**config.mk**
```make
export PLATFORM = sky130hd
export DESIGN_NAME = mask_sched_flat
export DESIGN_NICKNAME = d
export VERILOG_FILES = /design/src/rtl/mask_sched_if.sv /design/src/rtl/mask_sched.sv /design/src/flat_wrapper.sv
export SDC_FILE = /design/constraint.sdc
export NUM_CORES = 1
export LEC_CHECK = 0
export BUFFER_PORTS_ARGS = -buffer_cell sky130_fd_sc_hd__buf_4
export CAP_MARGIN = 25
export CORE_UTILIZATION = 55
export CTS_CLUSTER_SIZE = 30
export DETAILED_ROUTE_END_ITERATION = 8
export GPL_TIMING_DRIVEN = 0
export HOLD_SLACK_MARGIN = 0.05
export PLACE_DENSITY = 0.81
export RECOVER_POWER = 100
export SLEW_MARGIN = 20
export SYNTH_ARGS = -nofsm -noshare
export SYNTH_HDL_FRONTEND = slang
export SYNTH_SLANG_ARGS = --single-unit
```
**constraint.sdc**
```tcl
create_clock -name clk -period 6.8 [get_ports clk]
set_input_delay 0.34 -clock clk [delete_from_list [all_inputs] [get_ports clk]]
set_output_delay 0.34 -clock clk [all_outputs]
set_load 0.02 [all_outputs]
```
**src/rtl/mask_sched_if.sv**
```systemverilog
// Request, mask-write and lane-mask beat signals of mask_sched, grouped as one bundle.
// The slave modport is the scheduler; the master modport is its environment.
interface mask_sched_if #(
    parameter int unsigned NUM_LANES = 4,
    parameter int unsigned VLMAX     = 32
);
    localparam int unsigned VLW = $clog2(VLMAX + 1);
    localparam int unsigned BW  = $clog2(VLMAX / NUM_LANES);

    logic [1:0]                req_valid;
    logic [1:0]                req_ready;
    logic [1:0][VLW-1:0]       req_vl;
    logic [1:0]                req_vm;
    logic                      mwr_en;
    logic [VLMAX-1:0]          mwr_data;
    logic                      mwr_ready;
    logic                      beat_valid;
    logic                      beat_ready;
    logic [NUM_LANES-1:0]      beat_mask;
    logic [BW-1:0]             beat_idx;
    logic                      beat_last;
    logic                      beat_owner;
    logic [1:0]                done;

    modport master (
        output req_valid, req_vl, req_vm, mwr_en, mwr_data, beat_ready,
        input  req_ready, mwr_ready, beat_valid, beat_mask, beat_idx, beat_last,
               beat_owner, done
    );

    modport slave (
        input  req_valid, req_vl, req_vm, mwr_en, mwr_data, beat_ready,
        output req_ready, mwr_ready, beat_valid, beat_mask, beat_idx, beat_last,
               beat_owner, done
    );
endinterface

```
**src/rtl/mask_sched.sv**
```systemverilog
// Lane-mask beat scheduler: round-robin arbitration of two vector requesters, then per-beat lane enables.
// Build macro MASKSCHED_SKIP_EN suppresses all-zero non-last beats (one index per cycle while skipping).
module mask_sched #(
    parameter int unsigned NUM_LANES = 4,
    parameter int unsigned VLMAX     = 32
) (
    input  logic        clk,
    input  logic        rst,
    mask_sched_if.slave bus
);
    localparam int unsigned VLW = $clog2(VLMAX + 1);
    localparam int unsigned BW  = $clog2(VLMAX / NUM_LANES);
    localparam int unsigned LW  = $clog2(NUM_LANES);
    localparam int unsigned EW  = BW + LW;
    localparam int unsigned CW  = VLW + 1;

    typedef enum logic {IDLE, ISSUE} state_t;

    state_t                state_q, state_n;
    logic [VLMAX-1:0]      mreg_q, mreg_n;
    logic                  rr_q, rr_n;
    logic [VLW-1:0]        vl_q, vl_n;
    logic                  vm_q, vm_n;
    logic                  owner_q, owner_n;
    logic [BW-1:0]         idx_q, idx_n;
    logic                  bv_q, bv_n;
    logic [NUM_LANES-1:0]  bm_q, bm_n;
    logic                  bl_q, bl_n;
    logic [1:0]            done_q, done_n;

    logic                  gnt_any;
    logic                  gnt;
    logic [BW-1:0]         cand_idx;
    logic [VLW-1:0]        cand_vl;
    logic                  cand_vm;
    logic [NUM_LANES-1:0]  cand_mask;
    logic                  cand_last;
    logic                  cand_show;

    // Lane j of beat i is enabled when its element lies below vl and, if masked, its mask bit is set.
    function automatic logic [NUM_LANES-1:0] lane_mask(input logic [BW-1:0] i,
                                                       input logic [VLW-1:0] vl,
                                                       input logic vm,
                                                       input logic [VLMAX-1:0] m);
        logic [NUM_LANES-1:0] r;
        logic [EW-1:0]        e;
        r = '0;
        for (int j = 0; j < int'(NUM_LANES); j++) begin
            e    = {i, LW'(j)};
            r[j] = (CW'(e) < CW'(vl)) && (!vm || m[e]);
        end
        return r;
    endfunction

    function automatic logic is_last(input logic [BW-1:0] i, input logic [VLW-1:0] vl);
        logic [CW-1:0] nb;
        nb = (CW'(vl) + CW'(NUM_LANES - 1)) >> LW;
        return CW'(i) == (nb - CW'(1));
    endfunction

    // A pending mask write blocks the grant for this cycle.
    assign gnt_any = (state_q == IDLE) && !bus.mwr_en && (|bus.req_valid) && !rst;
    assign gnt     = bus.req_valid[rr_q] ? rr_q : ~rr_q;

    assign bus.req_ready  = {gnt_any & gnt, gnt_any & ~gnt};
    assign bus.mwr_ready  = (state_q == IDLE) && !rst;
    assign bus.beat_valid = bv_q;
    assign bus.beat_mask  = bm_q;
    assign bus.beat_idx   = idx_q;
    assign bus.beat_last  = bl_q;
    assign bus.beat_owner = owner_q;
    assign bus.done       = done_q;

    // Candidate beat: index 0 of the granted request in IDLE, the following index in ISSUE.
    always_comb begin
        cand_idx = '0;
        cand_vl  = vl_q;
        cand_vm  = vm_q;
        if (state_q == ISSUE) begin
            cand_idx = idx_q + BW'(1);
        end else begin
            cand_vl = bus.req_vl[gnt];
            cand_vm = bus.req_vm[gnt];
        end
        cand_mask = lane_mask(cand_idx, cand_vl, cand_vm, mreg_q);
        cand_last = is_last(cand_idx, cand_vl);
`ifdef MASKSCHED_SKIP_EN
        cand_show = cand_last || (|cand_mask);
`else
        cand_show = 1'b1;
`endif
    end

    always_comb begin
        state_n = state_q;
        mreg_n  = mreg_q;
        rr_n    = rr_q;
        vl_n    = vl_q;
        vm_n    = vm_q;
        owner_n = owner_q;
        idx_n   = idx_q;
        bv_n    = bv_q;
        bm_n    = bm_q;
        bl_n    = bl_q;
        done_n  = '0;
        unique case (state_q)
            IDLE: begin
                if (bus.mwr_en) begin
                    mreg_n = bus.mwr_data;
                end else if (gnt_any) begin
                    vl_n    = cand_vl;
                    vm_n    = cand_vm;
                    owner_n = gnt;
                    rr_n    = ~gnt;
                    if (cand_vl == '0) begin
                        done_n[gnt] = 1'b1;
                    end else begin
                        state_n = ISSUE;
                        idx_n   = '0;
                        bv_n    = cand_show;
                        bm_n    = cand_mask;
                        bl_n    = cand_last;
                    end
                end
            end
            ISSUE: begin
                // Advance when the current beat is consumed or was suppressed.
                if (!bv_q || bus.beat_ready) begin
                    if (bv_q && bl_q) begin
                        state_n         = IDLE;
                        bv_n            = 1'b0;
                        done_n[owner_q] = 1'b1;
                    end else begin
                        idx_n = cand_idx;
                        bv_n  = cand_show;
                        bm_n  = cand_mask;
                        bl_n  = cand_last;
                    end
                end
            end
            default: state_n = IDLE;
        endcase
    end

    always_ff @(posedge clk or posedge rst) begin
        if (rst) begin
            state_q <= IDLE;
            mreg_q  <= '0;
            rr_q    <= 1'b0;
            vl_q    <= '0;
            vm_q    <= 1'b0;
            owner_q <= 1'b0;
            idx_q   <= '0;
            bv_q    <= 1'b0;
            bm_q    <= '0;
            bl_q    <= 1'b0;
            done_q  <= '0;
        end else begin
            state_q <= state_n;
            mreg_q  <= mreg_n;
            rr_q    <= rr_n;
            vl_q    <= vl_n;
            vm_q    <= vm_n;
            owner_q <= owner_n;
            idx_q   <= idx_n;
            bv_q    <= bv_n;
            bm_q    <= bm_n;
            bl_q    <= bl_n;
            done_q  <= done_n;
        end
    end
endmodule

```
**src/flat_wrapper.sv**
```systemverilog
// flat-port wrapper written by rule: the top's interface ports become plain ports
module mask_sched_flat 
#(
    parameter int unsigned NUM_LANES = 4,
    parameter int unsigned VLMAX     = 32
)
  (clk, rst, bus_req_valid, bus_req_vl, bus_req_vm, bus_mwr_en, bus_mwr_data, bus_beat_ready, bus_req_ready, bus_mwr_ready, bus_beat_valid, bus_beat_mask, bus_beat_idx, bus_beat_last, bus_beat_owner, bus_done);
  mask_sched_if #(.NUM_LANES(NUM_LANES), .VLMAX(VLMAX)) bus_i ();
  input  logic clk;
  input  logic rst;
  input wire logic [$bits(bus_i.req_valid)-1:0] bus_req_valid;
  input wire logic [$bits(bus_i.req_vl)-1:0] bus_req_vl;
  input wire logic [$bits(bus_i.req_vm)-1:0] bus_req_vm;
  input wire logic [$bits(bus_i.mwr_en)-1:0] bus_mwr_en;
  input wire logic [$bits(bus_i.mwr_data)-1:0] bus_mwr_data;
  input wire logic [$bits(bus_i.beat_ready)-1:0] bus_beat_ready;
  output wire logic [$bits(bus_i.req_ready)-1:0] bus_req_ready;
  output wire logic [$bits(bus_i.mwr_ready)-1:0] bus_mwr_ready;
  output wire logic [$bits(bus_i.beat_valid)-1:0] bus_beat_valid;
  output wire logic [$bits(bus_i.beat_mask)-1:0] bus_beat_mask;
  output wire logic [$bits(bus_i.beat_idx)-1:0] bus_beat_idx;
  output wire logic [$bits(bus_i.beat_last)-1:0] bus_beat_last;
  output wire logic [$bits(bus_i.beat_owner)-1:0] bus_beat_owner;
  output wire logic [$bits(bus_i.done)-1:0] bus_done;
  assign bus_i.req_valid = bus_req_valid;
  assign bus_i.req_vl = bus_req_vl;
  assign bus_i.req_vm = bus_req_vm;
  assign bus_i.mwr_en = bus_mwr_en;
  assign bus_i.mwr_data = bus_mwr_data;
  assign bus_i.beat_ready = bus_beat_ready;
  assign bus_req_ready = bus_i.req_ready;
  assign bus_mwr_ready = bus_i.mwr_ready;
  assign bus_beat_valid = bus_i.beat_valid;
  assign bus_beat_mask = bus_i.beat_mask;
  assign bus_beat_idx = bus_i.beat_idx;
  assign bus_beat_last = bus_i.beat_last;
  assign bus_beat_owner = bus_i.beat_owner;
  assign bus_done = bus_i.done;
  mask_sched #(.NUM_LANES(NUM_LANES), .VLMAX(VLMAX)) u_core (.clk(clk), .rst(rst), .bus(bus_i));
endmodule
```
==> flow_summary.toml, run 1 <==
[drt]
drt-total-wl_mm = 6.91
first_pass_iters = 4
wire_per_inst_um = 16.2
ant_nets = 0
vias = 2486
drtIter0Drc = 173
via_per_inst = 5.84
drc = 0

[final_layout]
seq_area_um2 = 1330
antenna_cells = 0
areaGrowthSynthToFinish_pct = 20.7
multi_input_area_um2 = 1510
final_nets = 412
finalInstanceArea_um2 = 3570
nFillCells = 426
drive_gt1_share_pct = 31.2

[logic_synthesis]
yosys_warnings = 0
syn_avg_cell_area_um2 = 10.6
synth_compound_area_share_pct = 14.3
synth_cells = 280
syn-num-nets = 336
syn_area_um2 = 2960
synth_ff_type = "dfrtp_1"
synth_edf_count = 0
yosysSeqAreaShare_pct = 44.8
ys_types = 63
synthMuxAreaShare_pct = 17.3
synth_top_family_by_area = "multiplexers"
synthArstFlopShare_pct = 100
ys_seq_elements = 53
synth_adder_area_share_pct = 1.69
synth_simple_gate_area_share_pct = 17.0
synth-xor-area-share_pct = 1.78

[clock_tree]
clock-root-buffer = "clkbuf_8"
clkLatencyLatePin_ns = 0.31
cts.sinks = 53
clk_pin_slew_ns = 0.09
htree_levels = 2
cts_buffers = 5
cts_tree = "yes"
postCtsSetupRepairBufs = 0
cts_buffer_depth = 2

[die]
fp.dieW_um = 75.3
dieArea_um2 = 5680
initial_core_util_pct = 57.5
die_h_um = 75.3
coreArea_um2 = 5140
num_io_pins = 67
rows = 26

[power]
ir_drop_mv = 0.234
p_per_area_nw_per_um2 = 511
power.total_uw = 1820
p_leak_uw = 0.00158

[timing]
timing.hold.ws_ns = 0.259
worst_pin_slew_ns = 1.26
setup_tns_ns = 0
fin_worst_skew_ns = 0.00907
finalSetupViolCount = 0
rsz0062_at_grt = "no"
slew_headroom_pct = 15.2
period_share_pct = 56.2
period_needed_ns = 3.82
hold_viol_final = 0
max_freq_ghz = 0.262
drv_slew = 0

[critical_path]
critPathMaxStageDelay_ns = 0.95
critPathMaxFanout = 10
critPathKind = "reg -> reg"
r2r_slack_ns = 2.98
critPathLaunchType = "flip-flop"
cp-end-kind = "flip-flop"
path_cells = "clkbuf_1, clkbuf_1, and2_0, a311oi_1, a21oi_1, a211oi_1, clkbuf_1, nand2_1, o21ai_0"
required_ns = 7.02
critPathMostFrequentCell = "clkbuf_1"
worst_ep_arrival_time_ns = 4.05
cpMaxStageDelayCell = "a311oi_1"

[run_status]
status = "finished clean"

[job]
max_cap_viol_count = 0

[global_route]
track_usage_pct = 26.3
grt_first_pass_wirelength_mm = 11.1
grt_pass1_vias = 2429
grt_start_max_net_pins = 21
antenna_found_initial = 0
grt_overflow = 0

[placed_design]
place_area_um2 = 3600
post-dp-hpwl_mm = 5.19
gp_congestion = 0.851
io_buffers = 66

[min_path]
hold_path_class = "in -> reg"
[cells in the mapped netlist (all sizes together) (3+ instances only)]
library cell | count | area, um2
nand2b | 9 | 56.3
clkbuf | 7 | 26.3
inv | 7 | 26.3
mux2i | 6 | 60.1
nor2 | 13 | 56.3
buf | 7 | 31.3
mux4 | 4 | 90.1
mux2 | 32 | 360
and3 | 4 | 30.0
nand3 | 12 | 72.6
o21ai | 19 | 95.1
dfrtp | 53 | 1330
xnor2 | 4 | 35.0
nand2 | 46 | 173
a21oi | 5 | 25.0
or4 | 4 | 37.5
ha | 4 | 50.1
o31ai | 3 | 27.5
[critical path: cells and delay by family (launching register included)]
| family | cells | cell delay, ns |
|---|---|---|
| AOI/OAI and AO/OA | 4 | 1.97 |
| and+or+nand+nor | 2 | 0.33 |
| DFF | 1 | 0.41 |
| buffers and inverters | 3 | 1.02 |
[layout make-up]
type,count,share of cell area [%]
multi-input cells,204,42.3
flip-flops and latches,53,37.2
repair buffers,69,12.7
well taps,70,2.45
clock buffers,5,1.93
plain buffers,14,1.54
clock inverters,2,0.981
inverters,9,0.981
[final timing paths]
path                                    startpoint  cells past startpoint                 endpoint
max in group asynchronous                      rst                      5        u_core.mreg_q[29]
setup reg to reg                    u_core.state_q                      9   u_core.bus.beat_idx[0]
hold reg to reg            u_core.bus.beat_mask[0]                      2  u_core.bus.beat_mask[0]
setup / recovery                    u_core.state_q                      9   u_core.bus.beat_idx[0]
min in group asynchronous                      rst                      3           u_core.vl_q[3]
hold / removal                    bus_mwr_data[10]                      2        u_core.mreg_q[10]
[kinds of logic (layout without fill, tap and decap cells)]
group           Yosys count  after routing
buf+inv                  23             99
mux                      42             42
compound gates           53             53
xor+xnor                  6              6
flops                    53             53
simple gates             99             99
fa+ha+maj                 4              4
[where the power goes]
group / internal (uW) / total [uW] / switching, uW
registers: 466 / 555 / 88.5
logic: 475 / 1060 / 587
clock network: 107 / 208 / 101
total: 1050 / 1820 / 776
[what timing repair did]
item,CTS,global route
hold buffers,1,0
endpoints found under the hold margin,15,0
resized for setup,0,0
[per-layer routing]
metal / vias up / track usage (%) / wire (um)
li1: 1165 / - / -
met1: 1216 / 33.6 / 3040
met2: 90 / 44.1 / 3330
met5: - / 0 / 0
met4: 0 / 10.7 / 177
met3: 15 / 5.03 / 364
[metrics by stage]
| step | util (%) | setup slack [ns] | instances |
|---|---|---|---|
| after floorplan | - | 3.87 | 280 |
| after global placement | 68.9 | 3.63 | 416 |
| after detailed placement | 70.1 | 3.51 | 418 |
| after CTS | 72.3 | 3.46 | 426 |
| after global routing | 69.4 | 2.66 | 426 |
| final | 69.4 | 2.98 | 426 |
[state kept, by name, summed over array words and instances (netlist names)]
name                   flops
u_core.bus.beat_mask       4
u_core.mreg_q             32
u_core.bus.beat_valid      1
u_core.vm_q                1
u_core.rr_q                1
u_core.bus.beat_idx        3
u_core.vl_q                6
u_core.state_q             1
u_core.bus.beat_last       1
u_core.bus.done            2
u_core.bus.beat_owner      1
[cells in the final DEF, fill, tap and decap left out, types with 5 or more instances in the layout]
cell,n
nor2_1,12
nand2_1,46
mux2_2,32
inv_1,6
o21ai_0,18
clkbuf_8,5
a21oi_1,5
nand2b_1,9
nand3_1,11
buf_4,50
dfrtp_1,53
mux2i_1,6
clkbuf_1,30
Note: power is estimated with default switching activity, not from simulation.
==> run 2: changes to the inputs <==
--- a/config.mk
+++ b/config.mk
@@ -7,12 +7,12 @@
 export LEC_CHECK = 0
 export BUFFER_PORTS_ARGS = -buffer_cell sky130_fd_sc_hd__buf_4
 export CAP_MARGIN = 25
-export CORE_UTILIZATION = 55
+export CORE_UTILIZATION = 49
 export CTS_CLUSTER_SIZE = 30
 export DETAILED_ROUTE_END_ITERATION = 8
 export GPL_TIMING_DRIVEN = 0
 export HOLD_SLACK_MARGIN = 0.05
-export PLACE_DENSITY = 0.81
+export PLACE_DENSITY = 0.76
 export RECOVER_POWER = 100
 export SLEW_MARGIN = 20
 export SYNTH_ARGS = -nofsm -noshare
==> constraint.sdc (replaced) <==
create_clock -name clk -period 3.1 [get_ports clk]
set_input_delay 0.155 -clock clk [delete_from_list [all_inputs] [get_ports clk]]
set_output_delay 0.155 -clock clk [all_outputs]
set_load 0.02 [all_outputs]
==> flow_summary.toml, run 2 (synthesis results as in run 1) <==
[run_status]
status = "finished clean"

[critical_path]
cpMaxStageDelayCell = "or4_4"
path_cells = "and2b_2, or4_4, o311ai_4, nor2_1, xor2_1, ha_2, xnor2_2, or4_4, o32a_1, and3_4, o31ai_2"
r2r_slack_ns = 0.09
required_ns = 3.32
crit_family = "simple AND/OR/NAND/NOR gates"
critPathMostFrequentCell = "or4_4"
critPathMaxStageDelay_ns = 0.51
cp-end-kind = "flip-flop"
critPathLaunchType = "flip-flop"
cp.depth = 11
critPathMaxFanout = 5
r2r_start = "u_core.rr_q"
timing.rr.end = "u_core.bus.beat_last"
critPathKind = "reg -> reg"
cp_num_buf_inv = 0
rr_worst_depth = 11
worst_ep_arrival_time_ns = 3.24

[global_route]
antenna_found_initial = 0
grt_pass1_vias = 2546
grt_start_max_net_pins = 34
track_usage_pct = 24.4
grt_overflow = 0
grt_first_pass_wirelength_mm = 11.8

[final_layout]
stdcell_count = 431
largest_register_ffs = 32
mostFrequentLayoutCells = "54 x buf_4, 53 x dfrtp_1, 46 x nand2_1"
final_common_cell = "buf_4"
final_nets = 414
areaGrowthSynthToFinish_pct = 23.7
antenna_cells = 0
nFillCells = 490
largest_register = "u_core.mreg_q"
utilization_pct = 64.5
drive_gt1_share_pct = 35.1
finalInstanceArea_um2 = 3660

[clock_tree]
cts_buffers = 5
htree_levels = 2
cts_tree = "yes"
clkLatencyLatePin_ns = 0.31
cts_buffer_depth = 2
clock-root-buffer = "clkbuf_8"
cts.sinks = 53
clk_pin_slew_ns = 0.10

[drt]
drtIter0Drc = 147
vias = 2466
first_pass_iters = 6
wire_per_inst_um = 16.7
ant_nets = 0
drc = 0
drt-total-wl_mm = 7.21
via_per_inst = 5.72

[placed_design]
post-dp-hpwl_mm = 5.38
post-place-ws_ns = -0.0764
place_area_um2 = 3570
dp.cells = 419
io_buffers = 66
gp_congestion = 0.818

[min_path]
hold_start = "bus_mwr_data[8]"
min_to = "u_core.mreg_q[8]"
hold_path_class = "in -> reg"
hold_depth = 2

[timing]
finalSetupViolCount = 0
period_needed_ns = 3.01
drv_slew = 0
fin_worst_skew_ns = 0.00708
setup_ws_ns = 0.0858
timing.hold.ws_ns = 0.0678
worst_pin_slew_ns = 1.46
hold_viol_final = 0
period_share_pct = 97.2
max_freq_ghz = 0.332
slew_headroom_pct = 2.73

[die]
rows = 27
dieArea_um2 = 6350
coreArea_um2 = 5680
die_h_um = 79.7
initial_core_util_pct = 52.1
fp.dieW_um = 79.7
num_io_pins = 67

[job]
max_cap_viol_count = 0

[power]
ir_drop_mv = 0.556
p_per_area_nw_per_um2 = 1130
p_leak_uw = 0.00162
run 2: changes by cell type in the layout (fill, tap and decap cells not counted), sizes merged:
cell / delta
buf: +5
clkbuf: -3
bufinv: -1
dlymetal6s4s: +1
inv: +1
run 2: through the flow:
step	setup TNS, ns	power (uW)
after detailed placement	-0.0764	3640
final	0	4120
after floorplan	0	3010
after global routing	-0.00732	4440
after global placement	-0.0461	3540
after CTS	0	4110
run 2: worst max-delay path by stage:
stage / from / end / slack [ns]
final: u_core.rr_q / u_core.bus.beat_last / 0.09
after detailed placement: u_core.rr_q / u_core.bus.beat_last / -0.08
after global routing: u_core.rr_q / u_core.bus.beat_last / -0.007
after global placement: u_core.rr_q / u_core.bus.beat_last / -0.05
after floorplan: u_core.rr_q / u_core.bus.beat_last / 0.17
after CTS: u_core.rr_q / u_core.bus.beat_last / 0.02
run 2: report_power, final:
part / switching, uW / internal (uW)
registers: 197 / 1020
clock network: 239 / 186
logic: 1340 / 1130
run 2: area by class of cell:
class | count | area [um2] | share of cell area (%)
Clock buffer | 6 | 82.6 | 2.26
Tap cell | 72 | 90.1 | 2.46
Timing Repair Buffer | 72 | 488 | 13.3
Clock inverter | 2 | 17.5 | 0.479
Inverter | 9 | 35.0 | 0.958
Buffer | 13 | 55.1 | 1.50
Sequential cell | 53 | 1330 | 36.3
Multi-Input combinational cell | 204 | 1560 | 42.7
run 2: routing by layer:
| layer | share of wire [%] | GRT usage, % |
|---|---|---|
| met1 | 43 | 30.8 |
| met2 | 51 | 43.0 |
| met3 | 4.5 | 3.20 |
| met4 | 1.6 | 7.64 |
| met5 | 0 | 0 |
run 2: what timing repair did:
item                       4_1_cts  5_1_grt
pin swaps                        0        1
setup buffers                    2        2
hold endpoints to repair        20        0
gates resized for setup          1        6
hold buffers                     1        0
gates cloned                     0        0
setup endpoints to repair        1        3
